**config.mk**
```make
export PLATFORM = sky130hd
export DESIGN_NAME = chdr_framing_guard
export DESIGN_NICKNAME = d
export VERILOG_FILES = /design/src/rtl/chdr_pkg.sv /design/src/rtl/chdr_guard_skid.sv /design/src/rtl/chdr_framing_guard.sv
export SDC_FILE = /design/constraint.sdc
export NUM_CORES = 1
export LEC_CHECK = 0
export CAP_MARGIN = 20
export CORE_MARGIN = 1
export CORE_UTILIZATION = 47
export DETAILED_ROUTE_END_ITERATION = 10
export PLACE_DENSITY = 0.85
export SLEW_MARGIN = 5
export SYNTH_ARGS = -nofsm -noshare
export SYNTH_HDL_FRONTEND = slang
export SYNTH_SLANG_ARGS = --single-unit
export TNS_END_PERCENT = 50
```
**constraint.sdc**
```tcl
create_clock -name bus_clk -period 8.8 [get_ports bus_clk]
set_clock_uncertainty 0.1 [all_clocks]
set_input_delay 2.2 -clock bus_clk [delete_from_list [all_inputs] [get_ports bus_clk]]
set_output_delay 2.2 -clock bus_clk [all_outputs]
set_load 0.05 [all_outputs]
```
**src/rtl/chdr_pkg.sv**
```systemverilog
// ---------------------------------------------------------------------------------------------
// chdr_pkg
// Shared definitions for the CHDR framing guard: header length field location, guard FSM
// state encoding and the header-length-to-beat-count helper.
// ---------------------------------------------------------------------------------------------
package chdr_pkg;

  // CHDR header length field (bytes, header included)
  localparam int unsigned CHDR_LEN_HI = 47;
  localparam int unsigned CHDR_LEN_LO = 32;

  localparam int unsigned CHDR_W = 64;

  typedef enum logic [1:0] {
    ST_HDR     = 2'd0,  // next accepted beat is a header
    ST_PASS    = 2'd1,  // forwarding payload of an in-range packet
    ST_DISCARD = 2'd2,  // sinking the tail of an overlong packet
    ST_DROP    = 2'd3   // sinking an oversize packet whole
  } state_e;

  // Number of 64-bit beats implied by a byte length. Evaluated in 17 bits so that
  // len = 16'hFFFF rounds up without wrapping. A zero length still occupies the
  // header beat, so it is treated as one beat.
  function automatic logic [16:0] chdr_exp_beats(input logic [15:0] len);
    logic [16:0] beats;
    beats = ({1'b0, len} + 17'd7) >> 3;
    if (beats == 17'd0) begin
      beats = 17'd1;
    end
    return beats;
  endfunction

endpackage

```
**src/rtl/chdr_guard_skid.sv**
```systemverilog
// ---------------------------------------------------------------------------------------------
// chdr_guard_skid
// Two-entry skid register between the guard FSM and the crossbar. A pushed word appears on
// the output one cycle later; a simultaneous push and pop keeps one word in flight, so the
// stream runs at full throughput. The head word is held stable while o_valid && !i_ready.
//
// Ports
//   bus_clk    in   1   clock
//   bus_rst_n  in   1   synchronous reset, active low (empties the buffer)
//   clear      in   1   synchronous flush
//   i_data     in   W   word to push
//   i_valid    in   1   push request (ignored while full)
//   o_full     out  1   both entries occupied
//   o_data     out  W   head word
//   o_valid    out  1   head word present
//   i_ready    in   1   downstream ready (pops the head word)
// ---------------------------------------------------------------------------------------------
module chdr_guard_skid #(
  parameter int unsigned W = 65
) (
  input  logic         bus_clk,
  input  logic         bus_rst_n,
  input  logic         clear,
  input  logic [W-1:0] i_data,
  input  logic         i_valid,
  output logic         o_full,
  output logic [W-1:0] o_data,
  output logic         o_valid,
  input  logic         i_ready
);

  logic [1:0]   r_cnt;
  logic [W-1:0] r_ent0;  // head entry, drives o_data
  logic [W-1:0] r_ent1;  // skid entry, only used while downstream stalls

  logic w_push;
  logic w_pop;

  assign o_full  = (r_cnt == 2'd2);
  assign o_valid = (r_cnt != 2'd0);
  assign o_data  = r_ent0;

  assign w_push = i_valid && !o_full;
  assign w_pop  = o_valid && i_ready;

  always_ff @(posedge bus_clk) begin
    if (!bus_rst_n || clear) begin
      r_cnt <= 2'd0;
    end else begin
      unique case ({w_push, w_pop})
        2'b10: begin
          if (r_cnt == 2'd0) begin
            r_ent0 <= i_data;
          end else begin
            r_ent1 <= i_data;
          end
          r_cnt <= r_cnt + 2'd1;
        end
        2'b01: begin
          // When only one word was held, r_ent1 is stale but r_cnt marks it empty.
          r_ent0 <= r_ent1;
          r_cnt  <= r_cnt - 2'd1;
        end
        2'b11: begin
          // Push requires !full and pop requires a word, so exactly one word is held:
          // the incoming word replaces the departing head.
          r_ent0 <= i_data;
        end
        default: begin
        end
      endcase
    end
  end

endmodule

```
**src/rtl/chdr_framing_guard.sv**
```systemverilog
// ---------------------------------------------------------------------------------------------
// chdr_framing_guard
// Ingress guard on the host->crossbar CHDR path. Compares each packet's header length
// against its tlast framing:
//   - overlong packets are cut at the header length (tlast forced, tail sunk),
//   - packets longer than 2**MTU beats are dropped whole,
//   - short packets pass unchanged.
// Each event class has its own saturating counter; cnt_pkts counts emitted packets.
//
// Ports
//   bus_clk    in   1      clock
//   bus_rst_n  in   1      synchronous reset, active low
//   clear      in   1      zero counters, return FSM to header state, flush buffer
//   i_tdata    in   64     CHDR stream from the data mover
//   i_tlast    in   1
//   i_tvalid   in   1
//   i_tready   out  1
//   o_tdata    out  64     guarded CHDR stream to the crossbar
//   o_tlast    out  1
//   o_tvalid   out  1
//   o_tready   in   1
//   cnt_pkts   out  32     packets emitted (wrapping)
//   cnt_trunc  out  CNT_W  overlong packets truncated
//   cnt_short  out  CNT_W  packets ending before the header length
//   cnt_drop   out  CNT_W  oversize packets dropped
// ---------------------------------------------------------------------------------------------
module chdr_framing_guard
  import chdr_pkg::*;
#(
  parameter int unsigned MTU   = 10,
  parameter int unsigned CNT_W = 16
) (
  input  logic             bus_clk,
  input  logic             bus_rst_n,
  input  logic             clear,
  input  logic [63:0]      i_tdata,
  input  logic             i_tlast,
  input  logic             i_tvalid,
  output logic             i_tready,
  output logic [63:0]      o_tdata,
  output logic             o_tlast,
  output logic             o_tvalid,
  input  logic             o_tready,
  output logic [31:0]      cnt_pkts,
  output logic [CNT_W-1:0] cnt_trunc,
  output logic [CNT_W-1:0] cnt_short,
  output logic [CNT_W-1:0] cnt_drop
);

  // Beat counter width: holds 1..2**MTU. Oversize packets never reach ST_PASS, so the
  // counter cannot wrap.
  localparam int unsigned BC_W = MTU + 1;
  localparam logic [16:0] MAX_BEATS = 17'(1 << MTU);

  // Registered state
  state_e            r_state;
  logic [BC_W-1:0]   r_bc;
  logic [BC_W-1:0]   r_exp;
  logic [31:0]       r_cnt_pkts;
  logic [CNT_W-1:0]  r_cnt_trunc;
  logic [CNT_W-1:0]  r_cnt_short;
  logic [CNT_W-1:0]  r_cnt_drop;

  // Header decode
  logic [15:0]       w_len;
  logic [16:0]       w_exp17;
  logic              w_oversize;

  // Handshake
  logic              w_sink;
  logic              w_full;
  logic              w_acc;
  logic              w_sk_valid;
  logic [CHDR_W:0]   w_sk_data;

  // Next-state decode
  state_e            w_state_d;
  logic [BC_W-1:0]   w_bc_d;
  logic [BC_W-1:0]   w_exp_d;
  logic [BC_W-1:0]   w_bc_nxt;
  logic              w_push;
  logic              w_push_last;
  logic              w_inc_trunc;
  logic              w_inc_short;
  logic              w_inc_drop;

  assign w_len      = i_tdata[CHDR_LEN_HI:CHDR_LEN_LO];
  assign w_exp17    = chdr_exp_beats(w_len);
  assign w_oversize = (w_exp17 > MAX_BEATS);

  // Sinking states never touch the buffer, so they accept every cycle regardless of
  // downstream backpressure.
  assign w_sink   = (r_state == ST_DISCARD) || (r_state == ST_DROP);
  assign i_tready = bus_rst_n && (w_sink || !w_full);

  // A beat arriving with clear is abandoned along with the rest of the packet.
  assign w_acc    = i_tvalid && i_tready && !clear;

  assign w_bc_nxt = r_bc + BC_W'(1);

  always_comb begin
    w_state_d   = r_state;
    w_bc_d      = r_bc;
    w_exp_d     = r_exp;
    w_push      = 1'b0;
    w_push_last = 1'b0;
    w_inc_trunc = 1'b0;
    w_inc_short = 1'b0;
    w_inc_drop  = 1'b0;

    if (w_acc) begin
      unique case (r_state)
        ST_HDR: begin
          if (w_oversize) begin
            w_inc_drop = 1'b1;
            w_state_d  = i_tlast ? ST_HDR : ST_DROP;
          end else begin
            w_push  = 1'b1;
            w_bc_d  = BC_W'(1);
            w_exp_d = w_exp17[BC_W-1:0];
            if (w_exp17 == 17'd1) begin
              // Single-beat packet: the header itself is the last beat.
              w_push_last = 1'b1;
              if (!i_tlast) begin
                w_inc_trunc = 1'b1;
                w_state_d   = ST_DISCARD;
              end
            end else if (i_tlast) begin
              w_push_last = 1'b1;
              w_inc_short = 1'b1;
            end else begin
              w_state_d = ST_PASS;
            end
          end
        end

        ST_PASS: begin
          w_push = 1'b1;
          w_bc_d = w_bc_nxt;
          if (w_bc_nxt == r_exp) begin
            w_push_last = 1'b1;
            if (i_tlast) begin
              w_state_d = ST_HDR;
            end else begin
              w_inc_trunc = 1'b1;
              w_state_d   = ST_DISCARD;
            end
          end else if (i_tlast) begin
            w_push_last = 1'b1;
            w_inc_short = 1'b1;
            w_state_d   = ST_HDR;
          end
        end

        ST_DISCARD, ST_DROP: begin
          if (i_tlast) begin
            w_state_d = ST_HDR;
          end
        end

        default: begin
          w_state_d = ST_HDR;
        end
      endcase
    end
  end

  // FSM and counters. Reset and clear take priority over any same-cycle event.
  always_ff @(posedge bus_clk) begin
    if (!bus_rst_n || clear) begin
      r_state     <= ST_HDR;
      r_bc        <= '0;
      r_exp       <= '0;
      r_cnt_pkts  <= '0;
      r_cnt_trunc <= '0;
      r_cnt_short <= '0;
      r_cnt_drop  <= '0;
    end else begin
      r_state <= w_state_d;
      r_bc    <= w_bc_d;
      r_exp   <= w_exp_d;

      if (w_push && w_push_last) begin
        r_cnt_pkts <= r_cnt_pkts + 32'd1;
      end
      if (w_inc_trunc && (r_cnt_trunc != '1)) begin
        r_cnt_trunc <= r_cnt_trunc + CNT_W'(1);
      end
      if (w_inc_short && (r_cnt_short != '1)) begin
        r_cnt_short <= r_cnt_short + CNT_W'(1);
      end
      if (w_inc_drop && (r_cnt_drop != '1)) begin
        r_cnt_drop <= r_cnt_drop + CNT_W'(1);
      end
    end
  end

  chdr_guard_skid #(
    .W (CHDR_W + 1)
  ) u_skid (
    .bus_clk   (bus_clk),
    .bus_rst_n (bus_rst_n),
    .clear     (clear),
    .i_data    ({w_push_last, i_tdata}),
    .i_valid   (w_push),
    .o_full    (w_full),
    .o_data    (w_sk_data),
    .o_valid   (w_sk_valid),
    .i_ready   (o_tready)
  );

  // Output is forced idle while reset is asserted.
  assign o_tvalid  = w_sk_valid && bus_rst_n;
  assign o_tlast   = w_sk_data[CHDR_W];
  assign o_tdata   = w_sk_data[CHDR_W-1:0];

  assign cnt_pkts  = r_cnt_pkts;
  assign cnt_trunc = r_cnt_trunc;
  assign cnt_short = r_cnt_short;
  assign cnt_drop  = r_cnt_drop;

endmodule

```
Yosys cells after proc, flatten, opt, wreduce, memory -nomap -nowiden
Index checks and enable logic that the tools add are counted.
- add/sub/neg operators: 8
- order comparisons: 1
- eq/ne operators: 15
- muxes and demuxes: 38
- bitwise gates (word level): 3
- reductions and logical operators: 29
- operator list (operator ; count):
    $pmux W65 S3 ; 1
    $mux W65 ; 1
    $add A16 B1 Y16 const B ; 3
    $ne A16 B16 Y1 const B ; 3
    $add A32 B1 Y32 const B ; 1
    $pmux W11 S2 ; 1
    $mux W1 ; 19
    $add A16 B3 Y17 const B ; 1
    $logic_not A17 Y1 ; 1
    $mux W2 ; 8
    $eq A14 B1 Y1 const B ; 1
    $gt A14 B11 Y1 const B ; 1
    $mux W14 ; 1
    $reduce_and A3 Y1 ; 4
    $add A11 B1 Y11 const B ; 1
    $eq A11 B11 Y1 ; 1
    $mux W11 ; 1
    $eq A2 B2 Y1 const B ; 5
    $logic_and A1 B1 Y1 ; 10
    $pmux W1 S2 ; 4
    $pmux W2 S3 ; 1
    $reduce_bool A2 Y1 ; 3
    $eq A2 B1 Y1 const B ; 2
    $logic_not A2 Y1 ; 2
    other kinds (12) ; 18
- bits in registers: 236
- input bits: 70
- output and inout bits: 147
- logic and storage cells: 104

Longest topological paths before layout
- depth in word-level cells: 11
- mapped depth: 12
- depth with buffers taken out: 10

By module
A second synthesis with hierarchy kept.
- cells, all modules: 958
- area total of the unflattened synthesis: 11035.6 um^2
- modules (own cells, without submodules) (module ; instances ; cells an instance ; area an instance (um^2)):
    chdr_framing_guard ; 1 ; 733 ; 5920.7
    chdr_guard_skid ; 1 ; 225 ; 5114.9

Worst setup path before layout
No wires, ideal clock.
- kind: input port to flip-flop
- from: input port i_tdata[34]
- to: register u_skid.r_ent0[0], in the netlist u_skid.o_data[0] (enable)
- setup time: 0.568 ns
- arrival time: 8.082 ns
- path slack: 0.051 ns
- cell stages on the path: 8
- cell sequence: o31a_1 or2_1 a31o_2 o21ai_0 inv_1 ha_1 nor2b_1 nor3_1
- word-level cells in the longest chain between the ends: 11
- elaborated cells on any way between the ends: 14
- ends and longest elaborated chain (element ; line ; text):
    start, declared ; chdr_framing_guard.sv:36 ; input logic [63:0] i_tdata,
    $add A16 B3 Y17 * ; chdr_pkg.sv:26 ; beats = ({1'b0, len} + 17'd7) >> 3;
    $logic_not A17 Y1 ; chdr_pkg.sv:27 ; if (beats == 17'd0) begin
    $mux W14 * ; chdr_pkg.sv:27 ;
    $gt A14 B11 Y1 * ; chdr_framing_guard.sv:89 ; assign w_oversize = (w_exp17 > MAX_BEATS);
    $mux W1 * ; chdr_framing_guard.sv:114 ; if (w_oversize) begin
    $pmux W1 S2 * ; chdr_framing_guard.sv:112 ; unique case (r_state)
    $mux W1 * ; chdr_framing_guard.sv:111 ; if (w_acc) begin
    $logic_and A1 B1 Y1 * ; chdr_guard_skid.sv:43 ; assign w_push = i_valid && !o_full;
    $eq A2 B2 Y1 or $eq A2 B1 Y1 (tied branches) ; chdr_guard_skid.sv:50 ; unique case ({w_push, w_pop})
    $ne A2 B1 Y1 (no source line) or $reduce_bool A3 Y1 (tied branches) ; -- ;
    $reduce_and A3 Y1 (no source line) * ; -- ;
    end signal, assigned ; chdr_guard_skid.sv:53 ; r_ent0 <= i_data;
    end signal, assigned ; chdr_guard_skid.sv:61 ; r_ent0 <= r_ent1;
    end signal, assigned ; chdr_guard_skid.sv:67 ; r_ent0 <= i_data;
    end, declared ; chdr_guard_skid.sv:33 ; logic [W-1:0] r_ent0;
Every way passes the cells marked *; elsewhere a longest branch is shown, timed or not.
A chain may end at the register's enable or synchronous reset.

Worst setup path after layout
- from: input port bus_rst_n
- to: output port o_tvalid
- word-level cells in the longest chain between the ends: 1
- ends and longest elaborated chain (element ; line ; text):
    start, declared ; chdr_framing_guard.sv:34 ; input logic bus_rst_n,
    $logic_and A1 B1 Y1 ; chdr_framing_guard.sv:213 ; assign o_tvalid = w_sk_valid && bus_rst_n;
    end, declared ; chdr_framing_guard.sv:42 ; output logic o_tvalid,
Every way passes these cells.

==> impl_metrics.toml <==
[outcome]
status = "finished clean"

[synth]
postSynthCellCount = 905
synth_area_leaders = "edfxtp_1 (37%), dfxtp_1 (20%), mux2_2 (6.9%)"
yosysUniqueCellTypes = 75
ys.flop_type = "edfxtp_1"
seq_area_frac_synth_pct = 57.6
async_flop_share_pct = 0
postSynthAreaPerCell_um2 = 11.6
yosysWarningCount = 0
netlist.area_leader.share_pct = 37.3
synth_top_family_by_area = "simple AND/OR/NAND/NOR gates"
synth_area_um2 = 10500
ys_ff_latch = 236
synth_adder_area_share_pct = 0.957
synth_fp_nets = 983
synth-xor-area-share_pct = 4.52
yosys.area.top_type = "edfxtp_1"
synthMuxAreaShare_pct = 8.33
synth_edf_count = 130
synth_compound_area_share_pct = 9.13
yosys.area_share.simple_pct = 16.4

[hold_path]
min_to = "cnt_short[9]"
holdCritStartpoint = "cnt_short[9]"
hp-class = "reg -> reg"
hold_depth = 2

[power]
power_frac_clock_pct = 46.1
combPwrFrac_pct = 4.2
intPower_w = 0.00188
peakVddDrop_v = 0.000142
p_per_area_nw_per_um2 = 172
swShare_pct = 19.9
total_power_w = 0.00234
p_seq_share_pct = 49.7
leakage_nw = 4.41
p_switching_w = 0.000465

[worst_setup_path]
r2r-start = "r_bc[0]"
r2r-end = "cnt_trunc[9]"
crit_required_ns = 6.50
worstSetupPathType = "in -> out"
cpMostUsedCell = "clkdlybuf4s50_1"
crit_path_start_kind = "primary input"
r2r_slack_ns = 4.81
end_kind = "output port"
crit_fanout = 4
crit_family = "buffers and inverters"
r2r.worst_path.cells = 9
slowest_stage = "clkdlybuf4s50_1"
critPathMaxStageDelay_ns = 0.82
cp_cell_sequence = "clkdlybuf4s50_1 -> nor2b_1 -> clkdlybuf4s50_1"
path_buf_inv = 2
worstPathArrival_ns = 3.72

[detailed_routing]
vias = 7916
ant_nets = 0
wire_per_inst_um = 17.7
viasPerCell = 5.60
drt-initial-drc-count = 398
drc = 0
firstDrtPassIters = 5
wirelength_um = 25100

[die]
die_w_um = 151
num_rows = 54
start_util_pct = 47.9
dieArea_um2 = 22800
fp.coreArea_um2 = 21800
ioPinCount = 217
die_h_um = 151

[placement]
gp_congestion = 0.858
dpl_cell_area_um2 = 12800
dp.final_hpwl_um = 17200
io_buffers = 216

[global_routing]
grt_pass1_wl_um = 38600
grt-ovfl-total = 0
grt_max_degree = 76
grt_usage_pct = 21.3
antenna_found_initial = 0
grt_pass1_vias = 7403

[cts]
insertion_delay_ns = 0.52
clk_path_buf_depth = 3
post-cts-setup-buffer-count = 0
cts_resized = 0
cts_hold_buffers = 0
clk_pin_slew_worst_paths_ns = 0.06
ctsRootBufferMaster = "clkbuf_16"
cts_tree = "built"
numCtsBuffers = 24
cts.sinks = 236
htreeDepth = 1

[layout]
final_common_cell = "clkdlybuf4s50_1"
fin_nets = 1193
diodes = 0
stdcell_area_um2 = 13600
drive_gt1_share_pct = 11.6
most-common-layout-cells = "clkdlybuf4s50_1 (216), edfxtp_1 (130), dfxtp_1 (106)"
area_growth_syn_to_layout_pct = 30.5
utilization_pct = 62.5

[sta]
setup-tns-final_ns = 0
setup_viol = 0
slew_headroom_pct = 37.3
hold_viol = 0
max_freq_mhz = 166
drv_slew = 0
period_minus_slack_ns = 6.02
rsz0062_at_grt = "false"
period_share_pct = 68.4
worstMarginPinSlew_ns = 0.940

[run]
drv_cap = 0
power groups by stage:
stage               Clock, W  Sequential [W]  Combinational (W)
floorplan                  0         0.00119          0.0000399
global placement           0         0.00119          0.0000941
detailed placement         0         0.00119          0.0000966
CTS                  0.00110         0.00116          0.0000979
global route         0.00114         0.00116           0.000104
finish               0.00108         0.00116          0.0000976
final cells by class:
class,count,area [um^2]
fill,1677,8180
sequential,236,6030
multi-input combinational,611,4140
timing repair buffer,222,2210
clock buffer,36,692
tap,280,350
clock inverter,8,153
inverter,20,75.1
per-layer routing:
layer	wire [um]	vias up	GRT usage (%)
met5	0	-	0
met4	380	0	5.05
met3	2540	32	5.51
met2	11400	306	34.9
met1	10700	3803	28.3
li1	-	3775	-
cells in the mapped netlist, types with 3 or more instances:
library cell    n
ha_1            8
buf_1           4
nand4_1        13
a31oi_1         4
inv_1          20
buf_4           4
o31ai_1        11
nand3b_1        6
nor3_1         15
and3_1         23
mux2_2         64
edfxtp_1      130
clkbuf_1       19
nor2b_1         6
xnor2_1        35
mux2i_1        15
nand2_1        65
buf_6           5
and4_1          5
dfxtp_1       106
nand3_1        48
a211oi_1        4
o21a_1          4
xor2_1         19
or3_1          26
nor4_1         11
o21ai_1         3
nor2_1         59
or4_1           6
a2111oi_1       4
o211ai_1        5
nand2b_1       13
and2_1         10
o21ai_0        47
a21oi_1        44
state kept, by name, summed over array words and instances, names as in the netlist:
register / flops
cnt_trunc: 16
r_exp: 11
r_bc: 11
r_state: 2
u_skid.r_cnt: 2
u_skid.o_data: 65
u_skid.r_ent1: 65
cnt_short: 16
cnt_drop: 16
cnt_pkts: 32
how the worst max path moves through the flow:
stage	start	cells past startpoint	slack (ns)	to
finish	bus_rst_n	3	2.78	o_tvalid
global route	bus_rst_n	3	2.74	o_tvalid
CTS	bus_rst_n	3	2.78	o_tvalid
detailed placement	bus_rst_n	3	2.77	o_tvalid
global placement	bus_rst_n	3	2.83	o_tvalid
floorplan	i_tdata[34]	8	0.05	u_skid.o_data[0]
through the flow:
step	hold WS, ns	setup slack [ns]	instances
5_1_grt	0.416	2.74	1413
3_5_place_dp	0.369	2.77	1368
6_report	0.378	2.78	1413
2_1_floorplan	0.361	0.0507	905
3_3_place_gp	0.363	2.83	1368
4_1_cts	0.380	2.78	1412
worst register-to-register path, stage by stage, from the launching register on:
cell	delay, ns
dfxtp_1	0.45
ha_1	0.45
nand3_1	0.34
o311ai_1	0.40
o22ai_1	0.18
nor4_4	0.37
nand4bb_1	0.49
a211oi_2	0.62
and3_1	0.26
mux2i_1	0.23
cell families after synthesis:
kind of cell / after synthesis
flip-flops: 236
AO/OA/AOI/OAI: 149
AND/OR/NAND/NOR: 321
XOR/XNOR: 54
adder cells (fa/ha/maj): 8
multiplexers: 79
buffers and inverters: 58
(Power assumes the default switching activity.)
